**config.mk**
```make
export PLATFORM = sky130hd
export DESIGN_NAME = alu_cmd_seq
export DESIGN_NICKNAME = d
export VERILOG_FILES = /design/src/rtl/alu_seq_pkg.sv /design/src/rtl/alu_regfile.sv /design/src/rtl/alu_cmd_seq.sv
export SDC_FILE = /design/constraint.sdc
export NUM_CORES = 1
export LEC_CHECK = 0
export BUFFER_PORTS_ARGS = -buffer_cell sky130_fd_sc_hd__buf_4
export CELL_PAD_IN_SITES_DETAIL_PLACEMENT = 2
export CELL_PAD_IN_SITES_GLOBAL_PLACEMENT = 2
export CORE_ASPECT_RATIO = 1.25
export CORE_MARGIN = 2
export CORE_UTILIZATION = 42
export CTS_CLUSTER_DIAMETER = 30
export CTS_CLUSTER_SIZE = 24
export DETAILED_ROUTE_END_ITERATION = 6
export GPL_TIMING_DRIVEN = 0
export PLACE_DENSITY_LB_ADDON = 0.05
export SETUP_SLACK_MARGIN = 0.1
export SYNTH_ARGS = -nofsm -noshare
export SYNTH_HDL_FRONTEND = slang
export SYNTH_SLANG_ARGS = --single-unit
export TNS_END_PERCENT = 50
```
**constraint.sdc**
```tcl
create_clock -name clk -period 2.65 [get_ports clk]
set_clock_uncertainty 0.15 [all_clocks]
set_input_delay 0.53 -clock clk [delete_from_list [all_inputs] [get_ports clk]]
set_output_delay 0.53 -clock clk [all_outputs]
set_load 0.02 [all_outputs]
```
**src/rtl/alu_seq_pkg.sv**
```systemverilog
// Shared widths and FSM state encoding for the ALU command sequencer.
package alu_seq_pkg;

    localparam int DATA_W = 8;
    localparam int SEL_W  = 4;

    typedef enum logic [1:0] {
        IDLE = 2'd0,
        EXEC = 2'd1,
        WB   = 2'd2
    } seq_state_e;

endpackage

```
**src/rtl/alu_regfile.sv**
```systemverilog
// Operand register file: NUM_REGS x DATA_W flops, one write port,
// three combinational read ports (two operand ports and a debug port).
module alu_regfile
    import alu_seq_pkg::*;
#(
    parameter int NUM_REGS = 4,
    localparam int RW      = $clog2(NUM_REGS)
) (
    input  logic              clk,
    input  logic              rst_n,
    input  logic              we,
    input  logic [RW-1:0]     waddr,
    input  logic [DATA_W-1:0] wdata,
    input  logic [RW-1:0]     ra_addr,
    output logic [DATA_W-1:0] ra_data,
    input  logic [RW-1:0]     rb_addr,
    output logic [DATA_W-1:0] rb_data,
    input  logic [RW-1:0]     dbg_addr,
    output logic [DATA_W-1:0] dbg_data
);

    logic [NUM_REGS-1:0][DATA_W-1:0] mem_q, mem_d;

    // Next-state of the array: only the addressed entry changes on a write.
    always_comb begin
        mem_d = mem_q;
        if (we) begin
            mem_d[waddr] = wdata;
        end
    end

    // Storage with asynchronous clear.
    always_ff @(posedge clk or negedge rst_n) begin
        if (!rst_n) begin
            mem_q <= '0;
        end else begin
            mem_q <= mem_d;
        end
    end

    assign ra_data  = mem_q[ra_addr];
    assign rb_data  = mem_q[rb_addr];
    assign dbg_data = mem_q[dbg_addr];

endmodule

```
**src/rtl/alu_cmd_seq.sv**
```systemverilog
// Command sequencer in front of a registered ALU: accepts load-immediate
// and ALU-op commands, issues registered operands/select to the ALU, waits
// out its latency and writes the result back into the register file.
module alu_cmd_seq
    import alu_seq_pkg::*;
#(
    parameter int NUM_REGS = 4,
    parameter int ALU_LAT  = 1,
    localparam int RW      = $clog2(NUM_REGS)
) (
    input  logic              clk,
    input  logic              rst_n,
    input  logic              cmd_valid,
    output logic              cmd_ready,
    input  logic              cmd_ld,
    input  logic [SEL_W-1:0]  cmd_op,
    input  logic [RW-1:0]     cmd_ra,
    input  logic [RW-1:0]     cmd_rb,
    input  logic [RW-1:0]     cmd_rd,
    input  logic [DATA_W-1:0] cmd_imm,
    output logic [DATA_W-1:0] alu_a,
    output logic [DATA_W-1:0] alu_b,
    output logic [SEL_W-1:0]  alu_sel,
    input  logic [DATA_W-1:0] alu_out,
    output logic              done,
    output logic [DATA_W-1:0] res_data,
    input  logic [RW-1:0]     rd_addr,
    output logic [DATA_W-1:0] rd_data
);

    // Counter only has to hold ALU_LAT-1; keep at least one bit.
    localparam int CW = (ALU_LAT > 1) ? $clog2(ALU_LAT) : 1;

    seq_state_e        state_q, state_d;
    logic [CW-1:0]     cnt_q, cnt_d;
    logic [RW-1:0]     rd_q, rd_d;
    logic [DATA_W-1:0] alu_a_q, alu_a_d;
    logic [DATA_W-1:0] alu_b_q, alu_b_d;
    logic [SEL_W-1:0]  alu_sel_q, alu_sel_d;
    logic              done_q, done_d;
    logic [DATA_W-1:0] res_q, res_d;

    logic              rf_we;
    logic [RW-1:0]     rf_waddr;
    logic [DATA_W-1:0] rf_wdata;
    logic [DATA_W-1:0] ra_data, rb_data;

    alu_regfile #(
        .NUM_REGS (NUM_REGS)
    ) u_regfile (
        .clk      (clk),
        .rst_n    (rst_n),
        .we       (rf_we),
        .waddr    (rf_waddr),
        .wdata    (rf_wdata),
        .ra_addr  (cmd_ra),
        .ra_data  (ra_data),
        .rb_addr  (cmd_rb),
        .rb_data  (rb_data),
        .dbg_addr (rd_addr),
        .dbg_data (rd_data)
    );

    assign cmd_ready = (state_q == IDLE);

    // Next-state, issue and writeback decisions for the sequencer FSM.
    always_comb begin
        state_d   = state_q;
        cnt_d     = cnt_q;
        rd_d      = rd_q;
        alu_a_d   = alu_a_q;
        alu_b_d   = alu_b_q;
        alu_sel_d = alu_sel_q;
        done_d    = 1'b0;
        res_d     = res_q;
        rf_we     = 1'b0;
        rf_waddr  = cmd_rd;
        rf_wdata  = cmd_imm;

        case (state_q)
            IDLE: begin
                if (cmd_valid) begin
                    if (cmd_ld) begin
                        // Loads retire in place; issue registers untouched.
                        rf_we  = 1'b1;
                        done_d = 1'b1;
                        res_d  = cmd_imm;
                    end else begin
                        alu_a_d   = ra_data;
                        alu_b_d   = rb_data;
                        alu_sel_d = cmd_op;
                        rd_d      = cmd_rd;
                        cnt_d     = CW'(ALU_LAT - 1);
                        state_d   = EXEC;
                    end
                end
            end
            EXEC: begin
                if (cnt_q == '0) begin
                    state_d = WB;
                end else begin
                    cnt_d = cnt_q - CW'(1);
                end
            end
            WB: begin
                // ALU output has settled; commit it and free the front end.
                rf_we    = 1'b1;
                rf_waddr = rd_q;
                rf_wdata = alu_out;
                res_d    = alu_out;
                done_d   = 1'b1;
                state_d  = IDLE;
            end
            default: state_d = IDLE;
        endcase
    end

    // Sequencer state, issue and result registers.
    always_ff @(posedge clk or negedge rst_n) begin
        if (!rst_n) begin
            state_q   <= IDLE;
            cnt_q     <= '0;
            rd_q      <= '0;
            alu_a_q   <= '0;
            alu_b_q   <= '0;
            alu_sel_q <= '0;
            done_q    <= 1'b0;
            res_q     <= '0;
        end else begin
            state_q   <= state_d;
            cnt_q     <= cnt_d;
            rd_q      <= rd_d;
            alu_a_q   <= alu_a_d;
            alu_b_q   <= alu_b_d;
            alu_sel_q <= alu_sel_d;
            done_q    <= done_d;
            res_q     <= res_d;
        end
    end

    assign alu_a    = alu_a_q;
    assign alu_b    = alu_b_q;
    assign alu_sel  = alu_sel_q;
    assign done     = done_q;
    assign res_data = res_q;

endmodule

```
==> impl_metrics.toml <==
[outcome]
status = "finished, final reports clean"

[logic_synthesis]
avgSynthCellArea_um2 = 17.28
synth_cell_types = 22
syn_nets = 220
synth-seq-cells = 65
yosys_warnings = 0
syn-cell-area_um2 = 3249
synthCells = 188
seq_area_frac_synth_pct = 50.06

[hold_path]
hp-class = "in -> async"

[timing]
worstMarginPinSlew_ns = 0.8473
fmaxAchievable_mhz = 441.7
tns_ns = 0
rsz0062_at_grt = "false"
slew_headroom_pct = 43.51
drv_slew = 0
period_minus_slack_ns = 2.264
setup_viol = 0
finalCritPeriodShare_pct = 85.42
hold_viol = 0

[grt]
grt_pass1_wl_mm = 12.40
grtUsageMet1_pct = 25.38
use_met2_pct = 37.78
antenna_found_initial = 0
busiest_layer = "met2"
grtUsageTotal_pct = 21.15
globalRouteMet3Util_pct = 2.739
grt_pass1_vias = 2168
grt_max_degree = 66
grt_overflow = 0

[worst_setup_path]
arrival_ns = 1.58
worstReg2RegEnd = "u_regfile.mem_q[1]$_DFFE_PN0P_"
rr_startpoint = "state_q[1]$_DFFE_PN0P_"
end_kind = "output port"
start_kind = "primary input"
critPathSlowestCell = "mux4_2"
cp_max_fo = 8
path_cells = "buf_2, mux4_2, buf_4"
cp.required_ns = 1.97
critical_path_class = "in -> out"
slowest_delay_ns = 0.57
reg2regPathDepth = 5
reg2reg_slack_ns = 0.67

[placed_design]
dp.cells = 343
port_buffers = 63
dpl-instance-area_um2 = 3837
place_congestion = 0.7597
detailed_place_hpwl_mm = 5.488

[cts]
cts.repair.resized = 0
post_cts_buffers = 0
cts_root_buffer = "clkbuf_8"
clk_pin_slew_ns = 0.07
cts_buffer_depth = 2
cts_buffers = 9
clock_latency_ns = 0.35
h-tree-depth = 3
cts_tree = "built"
cts.sinks = 65
ctsHoldBuffers = 0

[detailed_routing]
ant_nets = 0
drcViolationCount = 0
wl_mm = 8.096
routedWlPerCell_um = 22.61
first_pass_iters = 4
via_per_inst = 5.628
vias = 2015
drt_iter0_drc = 85

[power]
p_leak_nw = 1.741
power.share.sequential_pct = 41.8
p_int_mw = 2.709
p_per_area_nw_per_um2 = 1009
combPwrFrac_pct = 38.4
ir_drop_mv = 0.5184
sw_frac_of_total_pct = 33.13
clockPowerShare_pct = 19.8
p_switching_mw = 1.343

[floorplan]
coreArea_um2 = 7445
io_pins = 70
dieArea_um2 = 8460
start_util_pct = 43.65
die_y_um = 102.3
core.rowCount = 35
fp.dieW_um = 82.67

[layout]
fin_util_pct = 53.92
fin_area_um2 = 4014
drive_gt1_share_pct = 68.80
final_cell_mix = "buf_4 (65), dfrtp_1 (65), mux2_2 (59)"
finalNonFillerCells = 358
fill_cells = 688
antennaDiodeCount = 0
fin_nets = 294
area_growth_pct = 23.53

[run]
cap_violations = 0
-- per-stage QoR --
stage                     hold WS, ns  total power [mW]  worst slack [ns]
final                          0.1194             4.052            0.3863
after global placement         0.3187             3.203            0.3607
after global routing           0.2010             4.277            0.3353
after detailed placement       0.3510             3.287            0.3376
after CTS                      0.1588             4.102            0.3207
after floorplan               0.08441             2.651            0.6115
-- how the worst max path moves through the flow --
stage / from / to / slack, ns / depth (start not counted)
3_5_place_dp: rd_addr[1] / rd_data[7] / 0.34 / 3
2_1_floorplan: rd_addr[0] / rd_data[0] / 0.61 / 2
3_3_place_gp: rd_addr[1] / rd_data[7] / 0.36 / 3
4_1_cts: rd_addr[1] / rd_data[7] / 0.32 / 3
6_report: rd_addr[0] / rd_data[1] / 0.39 / 3
5_1_grt: rd_addr[0] / rd_data[4] / 0.34 / 3
-- worst max-delay path, delay by kind of cell --
kind     cells  cell delay [ns]
mux          1             0.57
buf+inv      2             0.48
-- registers in the layout (all words and copies together) (netlist names) --
register         flops
done                 1
alu_sel              4
rd_q                 2
alu_b                8
state_q              2
u_regfile.mem_q     32
alu_a                8
res_data             8
-- power by group through the flow --
stage	combinational (mW)	sequential (mW)	clock, mW
2_1_floorplan	0.837	1.81	0
3_3_place_gp	1.53	1.67	0
3_5_place_dp	1.57	1.71	0
4_1_cts	1.58	1.70	0.820
5_1_grt	1.67	1.76	0.854
6_report	1.56	1.69	0.801
-- final cells by class --
cell class,count,area (um^2),area share [%]
Tap cell,92,115.1,2.868
Sequential cell,65,1627,40.52
Buffer,12,73.82,1.839
Inverter,3,11.26,0.2805
Timing Repair Buffer,63,473.0,11.78
Multi-Input combinational cell,108,1538,38.31
Clock inverter,4,45.04,1.122
Clock buffer,11,131.4,3.273
-- layer usage --
metal / vias to the layer above / wire length (um)
li1: 873 / -
met4: 0 / 172
met1: 1070 / 3299
met5: - / 0
met3: 14 / 260
met2: 58 / 4363
-- synth_stat cells, drive strengths merged --
| master | count | area [um^2] |
|---|---|---|
| o21ai | 1 | 5.000 |
| nand2 | 1 | 3.750 |
| and3b | 1 | 8.760 |
| inv | 3 | 11.26 |
| mux2 | 69 | 807.0 |
| a32o | 1 | 10.01 |
| nor2b | 2 | 12.51 |
| buf | 12 | 73.81 |
| nor3b | 1 | 12.51 |
| dfrtp | 65 | 1627 |
| nor4b | 1 | 23.77 |
| a21oi | 1 | 5.000 |
| and4bb | 1 | 16.27 |
| mux4 | 24 | 540.5 |
| a32oi | 3 | 82.58 |
| nor2 | 2 | 10.01 |
-- cells by family after synthesis --
| group | after synthesis | synth area share [%] |
|---|---|---|
| AO/OA/AOI/OAI | 6 | 3.157 |
| AND/OR/NAND/NOR | 9 | 2.695 |
| flip-flops | 65 | 50.06 |
| buffers and inverters | 15 | 2.618 |
| multiplexers | 93 | 41.47 |
Power figures use the tool's default switching activity.
